<file path="src/rtl/exc_pkg.sv">
// Shared constants and types for the CP0 exception request controller.
package exc_pkg;

    // ExcCode values written into CP0 cause[6:2]
    localparam logic [4:0] EXC_INT     = 5'd0;
    localparam logic [4:0] EXC_SYSCALL = 5'd8;
    localparam logic [4:0] EXC_BREAK   = 5'd9;
    localparam logic [4:0] EXC_TEQ     = 5'd13;

    // CP0 status bit positions
    localparam int ST_IE      = 0;
    localparam int ST_SYS     = 1;
    localparam int ST_BRK     = 2;
    localparam int ST_TEQ     = 3;
    localparam int ST_IM_BASE = 8;

    localparam logic [31:0] EXC_VECTOR_DEFAULT = 32'h0040_0004;

    typedef enum logic [2:0] {
        IDLE,
        EXC,
        ERET,
        REDIR_EXC,
        REDIR_ERET
    } exc_state_e;

    function automatic logic [15:0] sat_inc16(input logic [15:0] v);
        return (v == 16'hFFFF) ? v : v + 16'd1;
    endfunction

endpackage

</file>
<file path="src/rtl/exc_request_ctrl_int_sync.sv">
// Two-flop synchroniser bank for the asynchronous external interrupt lines.
module int_sync #(
    parameter int W = 1
) (
    input  logic         clk_i,
    input  logic         rst_n_i,
    input  logic [W-1:0] d_i,
    output logic [W-1:0] q_o
);

    logic [W-1:0] meta_q;
    logic [W-1:0] sync_q;

    // Two register stages per line to resolve metastability
    always_ff @(posedge clk_i or negedge rst_n_i) begin
        if (!rst_n_i) begin
            meta_q <= '0;
            sync_q <= '0;
        end else begin
            meta_q <= d_i;
            sync_q <= meta_q;
        end
    end

    assign q_o = sync_q;

endmodule

</file>
<file path="src/rtl/exc_request_ctrl.sv">
// Initiator side of the CP0 exception interface: detects traps and interrupts,
// holds a request/ack handshake with CP0, stalls the core and redirects the PC.
// Build option: define EXC_EXT_INT_EN to enable the external interrupt path
// (synchronisers + pending bits). Without it ext_int_i is ignored.
//
// state      | meaning
// IDLE       | normal execution, evaluating traps/interrupts/eret
// EXC        | exception-entry request held until cp0_ack
// ERET       | eret request held until cp0_ack
// REDIR_EXC  | one-cycle redirect to the exception vector
// REDIR_ERET | one-cycle redirect to CP0 EPC
module exc_request_ctrl
    import exc_pkg::*;
#(
    parameter int          N_INT      = 6,
    parameter logic [31:0] EXC_VECTOR = EXC_VECTOR_DEFAULT
) (
    input  logic             clk_i,
    input  logic             rst_n_i,
    input  logic             instr_valid_i,
    input  logic             is_syscall_i,
    input  logic             is_break_i,
    input  logic             teq_hit_i,
    input  logic             is_eret_i,
    input  logic [31:0]      pc_i,
    input  logic [N_INT-1:0] ext_int_i,
    input  logic [31:0]      status_i,
    input  logic [31:0]      cp0_epc_i,
    input  logic             cp0_ack_i,
    output logic             exc_req_o,
    output logic             eret_req_o,
    output logic [4:0]       cause_o,
    output logic [31:0]      epc_o,
    output logic             stall_o,
    output logic             pc_redirect_o,
    output logic [31:0]      redirect_pc_o,
    output logic [15:0]      exc_count_o
);

    exc_state_e       state_q;
    logic             exc_req_q;
    logic             eret_req_q;
    logic             stall_q;
    logic             pc_redirect_q;
    logic [4:0]       cause_q;
    logic [31:0]      epc_q;
    logic [15:0]      exc_count_q;

    logic [N_INT-1:0] pend_q;
    logic [N_INT-1:0] int_mask;
    logic             int_hit;
    logic             idle_commit;
    logic             trap_go;
    logic [4:0]       trap_cause;
    logic             take_int;
    logic             take_eret;

    // Everything decoded is gated by instr_valid first so X decode fields are harmless
    assign idle_commit = (state_q == IDLE) && instr_valid_i;

    // Lowest-numbered enabled pending line wins
    always_comb begin
        int_hit  = 1'b0;
        int_mask = '0;
        for (int i = N_INT - 1; i >= 0; i--) begin
            if (pend_q[i] && status_i[ST_IM_BASE + i]) begin
                int_hit     = 1'b1;
                int_mask    = '0;
                int_mask[i] = 1'b1;
            end
        end
    end

    // Enabled synchronous trap selection, syscall > break > teq
    always_comb begin
        trap_go    = 1'b0;
        trap_cause = EXC_SYSCALL;
        if (idle_commit && status_i[ST_IE]) begin
            if (is_syscall_i && status_i[ST_SYS]) begin
                trap_go    = 1'b1;
                trap_cause = EXC_SYSCALL;
            end else if (is_break_i && status_i[ST_BRK]) begin
                trap_go    = 1'b1;
                trap_cause = EXC_BREAK;
            end else if (teq_hit_i && status_i[ST_TEQ]) begin
                trap_go    = 1'b1;
                trap_cause = EXC_TEQ;
            end
        end
    end

    // Interrupts are taken in front of a committing instruction so its pc becomes EPC
    assign take_int  = idle_commit && status_i[ST_IE] && int_hit && !trap_go;
    assign take_eret = idle_commit && is_eret_i && !trap_go && !take_int;

`ifdef EXC_EXT_INT_EN
    logic [N_INT-1:0] ext_sync;
    logic [N_INT-1:0] pend_d;

    int_sync #(.W(N_INT)) u_int_sync (
        .clk_i   (clk_i),
        .rst_n_i (rst_n_i),
        .d_i     (ext_int_i),
        .q_o     (ext_sync)
    );

    // Clear the taken line on EXC entry; a line still high re-arms its bit
    always_comb begin
        pend_d = (pend_q & ~(take_int ? int_mask : '0)) | ext_sync;
    end

    // Pending bits survive non-IDLE states until serviced
    always_ff @(posedge clk_i or negedge rst_n_i) begin
        if (!rst_n_i) begin
            pend_q <= '0;
        end else begin
            pend_q <= pend_d;
        end
    end
`else
    logic unused_int;
    assign pend_q     = '0;
    assign unused_int = ^{ext_int_i, int_mask};
`endif

    logic unused_status;
    assign unused_status = ^status_i;

    // Handshake FSM with registered request/stall/redirect outputs
    always_ff @(posedge clk_i or negedge rst_n_i) begin
        if (!rst_n_i) begin
            state_q       <= IDLE;
            exc_req_q     <= 1'b0;
            eret_req_q    <= 1'b0;
            stall_q       <= 1'b0;
            pc_redirect_q <= 1'b0;
            cause_q       <= '0;
            epc_q         <= '0;
            exc_count_q   <= '0;
        end else begin
            case (state_q)
                IDLE: begin
                    if (trap_go || take_int) begin
                        state_q   <= EXC;
                        exc_req_q <= 1'b1;
                        stall_q   <= 1'b1;
                        cause_q   <= trap_go ? trap_cause : EXC_INT;
                        epc_q     <= pc_i;
                    end else if (take_eret) begin
                        state_q    <= ERET;
                        eret_req_q <= 1'b1;
                        stall_q    <= 1'b1;
                    end
                end
                EXC: begin
                    if (cp0_ack_i) begin
                        state_q       <= REDIR_EXC;
                        exc_req_q     <= 1'b0;
                        pc_redirect_q <= 1'b1;
                        exc_count_q   <= sat_inc16(exc_count_q);
                    end
                end
                ERET: begin
                    if (cp0_ack_i) begin
                        state_q       <= REDIR_ERET;
                        eret_req_q    <= 1'b0;
                        pc_redirect_q <= 1'b1;
                    end
                end
                REDIR_EXC, REDIR_ERET: begin
                    state_q       <= IDLE;
                    pc_redirect_q <= 1'b0;
                    stall_q       <= 1'b0;
                end
                default: begin
                    state_q       <= IDLE;
                    exc_req_q     <= 1'b0;
                    eret_req_q    <= 1'b0;
                    stall_q       <= 1'b0;
                    pc_redirect_q <= 1'b0;
                end
            endcase
        end
    end

    // Eret target follows CP0 EPC as seen during the redirect cycle itself
    always_comb begin
        redirect_pc_o = '0;
        if (state_q == REDIR_EXC) begin
            redirect_pc_o = EXC_VECTOR;
        end else if (state_q == REDIR_ERET) begin
            redirect_pc_o = cp0_epc_i;
        end
    end

    assign exc_req_o     = exc_req_q;
    assign eret_req_o    = eret_req_q;
    assign stall_o       = stall_q;
    assign pc_redirect_o = pc_redirect_q;
    assign cause_o       = cause_q;
    assign epc_o         = epc_q;
    assign exc_count_o   = exc_count_q;

endmodule
</file>
<file path="config.mk">
export PLATFORM = sky130hd
export DESIGN_NAME = exc_request_ctrl
export DESIGN_NICKNAME = d
export VERILOG_FILES = /design/src/rtl/exc_pkg.sv /design/src/rtl/exc_request_ctrl_int_sync.sv /design/src/rtl/exc_request_ctrl.sv
export SDC_FILE = /design/constraint.sdc
export NUM_CORES = 1
export LEC_CHECK = 0
export ABC_AREA = 1
export CAP_MARGIN = 20
export CORE_MARGIN = 2
export CORE_UTILIZATION = 36
export DETAILED_ROUTE_END_ITERATION = 8
export PLACE_DENSITY = 0.8
export SETUP_SLACK_MARGIN = 0.2
export SLEW_MARGIN = 20
export SYNTH_ARGS = -nofsm -noshare
export SYNTH_HDL_FRONTEND = slang
export SYNTH_SLANG_ARGS = --single-unit
export TNS_END_PERCENT = 30
</file>
<file path="constraint.sdc">
create_clock -name clk_i -period 1.7 [get_ports clk_i]
set_clock_uncertainty 0.05 [all_clocks]
set_input_delay 0.34 -clock clk_i [delete_from_list [all_inputs] [get_ports clk_i]]
set_output_delay 0.34 -clock clk_i [all_outputs]
set_load 0.01 [all_outputs]
</file>
; After elaboration in Yosys (flattened, before gate mapping)
; Index checks and enable logic that the tools add are counted.
; Widths: inputs -> output; s select.
[totals]
output_inout_bits = 89
reg_bits = 60
in_bits = 110
word_cells = 70
[classes]
n_eq_ne = 12
bitwise = 5
reduce_logical = 19
addsub = 1
n_mux = 25
[ops]
columns = cell, n
row1 = $mux 32, 2
row2 = $add 16x1->16 const B, 1
row3 = $eq 16x16->1 const B, 1
row4 = $mux 3, 5
row5 = $mux 5, 3
row6 = $mux 1, 10
row7 = $ne 2x2->1 const B, 5
row8 = $pmux 3 s3, 1
row9 = $reduce_and 3->1, 3
row10 = $logic_and 1x1->1, 7
row11 = $eq 3x2->1 const B, 2
row12 = $pmux 1 s3, 2
row13 = $reduce_and 2->1, 3
row14 = $reduce_or 3->1, 2
row15 = $not 1->1, 5
row16 = $pmux 1 s2, 2
row17 = $reduce_and 4->1, 1
row18 = $eq 3x1->1 const B, 1
row19 = $eq 3x3->1 const B, 1
row20 = $logic_not 3->1, 1
row21 = $ne 3x3->1 const B, 1
row22 = $ne 2x1->1 const B, 1
row23 = $reduce_or 2->1, 1
row24 = $logic_not 1->1, 1

; Depth between registers and ports, before layout
; Gate-level depths: netlist (run 1).
[depth]
ltp_word = 10
ltp_mapped = 9
mapped_depth_nobuf = 8

; Least setup slack after synthesis (run 1)
; No wires, ideal clock.
[synth_path]
kind = register to register
startpoint = register exc_count_q[1], in the netlist exc_count_o[1]
endpoint = register exc_count_q[10], in the netlist exc_count_o[10]
stages_incl_launch_ff = 10
t_arrival_ps = 1443
synth_period_minus_slack_ps = 1610
required_time_ps = 1534
path_buffers = 1
path_slack_ps = 90
path_cell_list = dfrtp_1 > ha_1 > inv_1 > nor2_4 > nand2_2 > nor2_4 > nor2_8 > buf_6 > nand2_1 > nand2_1
[synth_via]
elab_chain_cells = 3
word_cells_on_any_way = 4
cone_classes = add/sub (1) / eq/ne (1) / bitwise (1) / reduce/logical (1)
[synth_rtl]
columns = item, line
row1 = start: declaration, exc_request_ctrl.sv:47  ; logic [15:0] exc_count_q;
row2 = start signal: assignment, exc_request_ctrl.sv:160  ; exc_count_q <= sat_inc16(exc_count_q);
row3 = "parallel branches: the longest is 3 deep, another holds $add 16x1->16", --
; Parallel ways; which one is timed is not known.
; A chain may end at the register's enable or synchronous reset.

; Final worst setup path (run 1)
[layout_path]
startpoint = register state_q[1]
endpoint = output port redirect_pc_o[20]
[layout_via]
elab_chain_cells = 3
word_cells_on_any_way = 4
cone_classes = eq/ne (2) / mux (2)
[layout_rtl]
columns = item, line
row1 = start: declaration, exc_request_ctrl.sv:40  ; exc_state_e state_q;
row2 = start signal: assignment, exc_request_ctrl.sv:132  ; state_q <= IDLE;
row3 = start signal: assignment, exc_request_ctrl.sv:144  ; state_q <= EXC;
row4 = start signal: assignment, exc_request_ctrl.sv:150  ; state_q <= ERET;
row5 = $eq 3x3->1, exc_request_ctrl.sv:191  ; end else if (state_q == REDIR_ERET) begin
row6 = $mux 32, exc_request_ctrl.sv:191
row7 = $mux 32 *, exc_request_ctrl.sv:189  ; if (state_q == REDIR_EXC) begin
row8 = end: declaration, exc_request_ctrl.sv:36  ; output logic [31:0] redirect_pc_o,
; Every way passes the cells marked *; elsewhere a longest branch is shown, timed or not.

==> metrics, run 1 <==
ys async rst share=100%; worst setup margin=-0.0929 ns; post-synthesis sequential area ratio=between 40% and 50%; ANT cells=0; Final period util=105%; CP startpoint kind=flip-flop; # IOs=199; top-count cell post-synth=nand2_1; clk_lat worst skew=between 0.3 and 0.4 ns; Synth top cells by count=nand2_1, dfrtp_1, inv_1; Cells after Synth=between 400 and 500; Worst Path Arrival=around 1.4 ns; full die area=a little over 0.009 mm2; die height=about 96 um; status=finished, violations left; syn avg cell area=~7.3 um2; initial antenna violation count=0; CP Capture Type=output pin; internal power=around 4.4 mW; Psw=between 2 and 3 mW; Final Max Slew Viols=0; hold_ws=approximately 0.42 ns; failing checks=negative setup slack; Unique masters post-synth=27; Seq pwr share=between 30 and 40%; first-pass GRT wire length=approximately 14000 um; switching share of total power=between 30% and 40%; Cell Area, Synth=0.00303 mm2; CP bufs+invs=2; GP Congestion=about 0.85; dominant cell type by area after synthesis=dfrtp_1; delay of the slowest critical-path stage=slightly above 0.4 ns; Vias=~3400; post-route ant nets=0; Setup CP Type=reg -> out; clock sink total=58; Worst Path Required=approximately 1.3 ns; Hold Vio Cnt, Final=0; Worst path most repeated cell=buf_2; row cnt=33; total track usage=about a fifth; DRT iter0 DRCs=between 100 and 150; family with the most delay on the worst path=flip-flops; Root Driver=clkbuf_8; GRT Residual Overflow=0; # port buffers=~160; worst vdd ir=roughly 800 uV; vias in the first global route=between 3000 and 4000; # setup viols final=32; total core area=roughly 0.008 mm2; CP max-delay cell=dfrtp_1; P_leak=about 2.9 nW; router iterations before antenna repair=4; Seq cells post-synth=58; DRC=0; Clk pwr share=between 20% and 30%; clk slew on worst S/H paths=0.07 ns; Post-DP HPWL=6680 um; Power Total=between 7 and 8 mW; Synth area leaders=dfrtp_1, nand2_1, inv_1; fmax=approximately 560 MHz; Initial Utilization=37.1%; YS warnings=0; Layout area overhead=75.9%; DRT Wirelength=roughly 9600 um; Die Span X=~96 um; Reg area=0.00146 mm2; Max FO, Critical Path=6; vias per inst=~4.6; final worst path period need=about 1.8 ns; Fill cells=~680; setup slack, reg-to-reg=~0.020 ns; EDFF count, synth=0; PwrDens=around 1300 mW/mm2; HP Class=reg -> reg; Avg WL per Cell=13.1 um; worst path cell trace=nor2_4, nand2_4, buf_2, nor2_1, buf_2; combinational share of power=a little under half; multi-input logic area=approximately 0.0015 mm2; worst-case clock buffer depth=2; htree depth=3; largest net degree at the start of global routing=59; cts bufs inserted=9; CTS tree=yes; post-synth top area share=between 40% and 50%; Final #Nets=737; ratio of cells with drive above 1 in the final layout=roughly 26%; Top FF cell, synth=dfrtp_1; setup repair after global routing missed its margin=yes; max_cap viols=0
[timing repair]
item / 4_1_cts / 5_1_grt
cloned: 2 / 4
pin swaps: 9 / 12
buffers inserted: 5 / 10
resized for setup: 236 / 49
hold buffers: 1 / 0
hold endpoints to repair: 58 / 0
setup endpoints to repair: 139 / 96
[final timing paths]
path | startpoint | endpoint | cells after the start
hold reg to reg | cause_o[0] | cause_o[0] | 2
max in group asynchronous | rst_n_i | exc_count_o[0] | 3
setup reg to reg | state_q[1] | state_q[1] | 11
setup / recovery | state_q[1] | redirect_pc_o[20] | 5
min in group asynchronous | rst_n_i | epc_o[23] | 3
hold / removal | cause_o[0] | cause_o[0] | 2
[routing by layer]
metal	part of all wire (%)	up-vias	GRT usage (%)	wire length, um
met5	0	-	0	0
met2	51	130	37.4	4920
li1	-	1676	-	-
met3	9.4	17	5.95	909
met1	37	1548	21.5	3600
met4	2.1	0	8.57	199
[kinds of logic after synthesis]
| group | Yosys count | synth area share [%] |
|---|---|---|
| AO/OA/AOI/OAI | 20 | 3.92 |
| AND/OR/NAND/NOR | 266 | 36.4 |
| other | 1 | 0.124 |
| adder cells (fa/ha/maj) | 1 | 0.413 |
| XOR/XNOR | 5 | 1.44 |
| flip-flops | 58 | 47.9 |
| buffers and inverters | 67 | 9.82 |
[stage by stage]
stage	std cells	utilization (%)	setup WS, ns	instance area (um2)	TNS (ns)
3_3_place_gp	698	60.0	-0.210	4910	-4.99
2_1_floorplan	419	-	0.213	3050	0
6_report	736	65.2	-0.0929	5330	-2.12
4_1_cts	722	62.6	-0.109	5120	-2.72
5_1_grt	736	65.2	-0.169	5330	-4.33
3_5_place_dp	698	60.0	-0.232	4910	-5.90
[state kept, by name, indices dropped and copies added (netlist names)]
signal,flops
pc_redirect_o,1
exc_req_o,1
eret_req_o,1
state_q,3
epc_o,32
exc_count_o,16
stall_o,1
cause_o,3
[power groups by stage]
stage	Clock (mW)	Combinational [mW]	Sequential (mW)
floorplan	0	1.14	2.59
global placement	0	3.20	2.33
detailed placement	0	3.29	2.35
CTS	1.48	3.06	2.33
global route	1.54	3.58	2.40
finish	1.44	3.25	2.32
[placed cells by master (no fill, tap or decap), types with 14 or more instances in the layout]
cell / synthesis / routed
buf_2: 1 / 34
buf_4: 8 / 25
nor2_2: 4 / 18
clkdlybuf4s50_1: 0 / 74
inv_1: 49 / 47
dfrtp_1: 58 / 53
buf_6: 2 / 14
dlygate4sd2_1: 0 / 43
nor2_1: 47 / 28
nand2_1: 184 / 176
[area by class of cell]
cell class / count / share of cell area, %
Sequential cell: 58 / 27.3
Clock buffer: 10 / 2.58
Clock inverter: 6 / 1.69
Multi-Input combinational cell: 298 / 27.9
Timing Repair Buffer: 206 / 34.1
Tap cell: 105 / 2.46
Inverter: 53 / 3.92
[tightest hold or removal path: stages (launching register included)]
cell	delay (ns)
dfrtp_1	0.34
nand2_1	0.05
nand2_1	0.05
Power figures use the tool's default switching activity.
==> run 2, diff against run 1 <==
Settings changed: CTS_CLUSTER_SIZE set to 16.
==> results of run 2 <==
The final DEF is identical to that of run 1; final timing and power are the same.
==> run 3, diff against run 2 <==
Settings changed: ABC_CLOCK_PERIOD_IN_PS set to 1700, CORE_ASPECT_RATIO set to 0.75, CORE_MARGIN 2 to unset.
==> run 3 against run 2 <==
  * The run still ends with negative setup slack left
  * Die area fell by 4.1%
  * First-iteration DRC count rose by 25%
  * Combinational power rose by 5%
  * Via count fell by 0.21%
  * Clock power fell by 15%
  * Sequential share of layout area fell by 0.60 points
  * Cell count fell by 2.0%
  * Sequential power barely moved
  * Design area rose by 2.2%
  * Sequential cell count did not move
==> metrics, run 3 (synthesized netlist as in run 1, its figures left out) <==
Reg area=~0.0015 mm2; clk slew on worst S/H paths=~0.060 ns; # setup viols final=32; GRT Residual Overflow=0; Cells on Worst Hold Path=2; DRC=0; internal power=~4.3 mW; vias per inst=4.67; Final Max Slew Viols=0; Root Driver=clkbuf_8; total core area=roughly 0.008 mm2; Post-Route M1 WL=3770 um; row cnt=28; DP Cell Count=about 700; Initial Utilization=37.8%; Final Cell Area=0.00545 mm2; final worst path period need=around 1.9 ns; delay of the slowest critical-path stage=between 0.4 and 0.5 ns; clock sink total=a little under 60; Largest register FFs=32; fmax=roughly 530 MHz; die height=81.5 um; most common cell after layout, fill and taps aside=nand2_1; initial antenna violation count=0; htree depth=3; Worst Path Required=approximately 1.3 ns; worst vdd ir=854 uV; Psw=about 2.6 mW; combinational share of power=between 40% and 50%; worst hold start=epc_o[21]; PwrDens=approximately 1300 mW/mm2; worst path cell trace=nor2_4, nand2_4, buf_12, nor2_2, buf_2; most frequent cells in the layout=nand2_1, clkdlybuf4s50_1, dfrtp_1; # port buffers=~160; DRT Wirelength=approximately 10000 um; ratio of cells with drive above 1 in the final layout=roughly 23%; Avg WL per Cell=roughly 14 um; Power Total=6.94 mW; Max FO, Critical Path=8; worst-case clock buffer depth=2; reg-to-reg critical path startpoint=state_q[2]; Non-Filler Instances=slightly above 700; setup repair after global routing missed its margin=yes; r2r endpoint=exc_count_o[11]; DRT iter0 DRCs=180; area post-placement=between 0.004 and 0.005 mm2; GP Congestion=around 0.85; largest net degree at the start of global routing=about 60; Die Span X=roughly 110 um; full die area=about 0.0088 mm2; Fill cells=between 600 and 700; cts bufs inserted=9; met2 wire length=5070 um; setup TNS=-2.85 ns; Top Layer Used=met4; post-route ant nets=0; router iterations before antenna repair=4; Vias=~3400; Final #Nets=between 700 and 800; R2R cell count=9; multi-input logic area=around 0.0015 mm2; status=finished, violations left; CTS tree=yes; worst slack at placement=-0.213 ns; failing checks=negative setup slack; fin util=about two thirds; Final period util=110%; P_leak=roughly 2.8 nW; HP Class=reg -> reg; Hold Vio Cnt, Final=0; # IOs=just under 200; Post-DP HPWL=about 6700 um; CP max-delay cell=dfrtp_1; setup slack, reg-to-reg=0.08 ns; Seq pwr share=about a third; clk_lat worst skew=about 0.32 ns; Setup CP Type=reg -> out; max_cap viols=0; first-pass GRT wire length=between 15000 and 20000 um; total track usage=22.4%; Clk pwr share=17.6%; worst setup margin=-0.177 ns; CP Capture Type=output pin; ANT cells=0; CP startpoint kind=flip-flop; Worst Path Arrival=roughly 1.5 ns; Layout area overhead=79.7%; routed length on met3=between 800 and 900 um; hold_ws=~0.42 ns; vias in the first global route=about 3300; hold worst-path end=epc_o[21]; switching share of total power=about 38%
[run 3: cell types whose count changed in the layout (fill, tap and decap cells not counted), moves of 4 or more]
| cell | change |
|---|---|
| buf_2 | -26 |
| buf_4 | -4 |
| buf_6 | +14 |
| dlygate4sd2_1 | +5 |
| nand2_1 | +4 |
| nor2_1 | -12 |
| nor2_2 | -11 |
| nor2_4 | +20 |
[run 3: power groups by stage]
stage          logic (mW)  clock network [mW]  registers [mW]
4_1_cts              3.19                1.28            2.31
5_1_grt              3.72                1.33            2.39
6_report             3.41                1.22            2.31
3_3_place_gp         3.24                   0            2.34
3_5_place_dp         3.31                   0            2.36
2_1_floorplan        1.14                   0            2.59
[run 3: cell type report]
type / count / area share [%]
clock buffer: 13 / 2.73
multi-input combinational: 294 / 28.4
sequential: 58 / 26.7
inverter: 53 / 3.70
clock inverter: 3 / 0.735
timing repair buffer: 195 / 35.3
tap: 105 / 2.41
[run 3: worst max-delay path, delay by kind of cell (launching register included)]
| kind | cells | cell delay [ns] |
|---|---|---|
| and+or+nand+nor | 3 | 0.41 |
| DFF | 1 | 0.41 |
| buffers and inverters | 2 | 0.35 |
[run 3: timing repair]
| item | in CTS | in global routing |
|---|---|---|
| hold buffers | 1 | 0 |
| gates cloned | 2 | 1 |
| setup buffers | 6 | 0 |
| endpoints found under the hold margin | 58 | 0 |
| endpoints found under the setup margin | 138 | 93 |
| pin swaps | 20 | 7 |
| resized for setup | 232 | 69 |
[run 3: worst max-delay path by stage]
stage,from,to,depth (start not counted)
after global routing,state_q[0],redirect_pc_o[16],5
after global placement,cp0_epc_i[29],redirect_pc_o[29],4
after CTS,state_q[1],redirect_pc_o[14],5
after detailed placement,cp0_epc_i[18],redirect_pc_o[18],4
after floorplan,exc_count_o[0],exc_count_o[10],9
final,state_q[0],redirect_pc_o[16],5
[run 3: per-layer routing]
| metal | vias to the layer above | track usage, % |
|---|---|---|
| li1 | 1639 | - |
| met1 | 1570 | 24.7 |
| met2 | 141 | 41.0 |
| met3 | 14 | 7.62 |
| met4 | 0 | 6.58 |
| met5 | - | 0 |
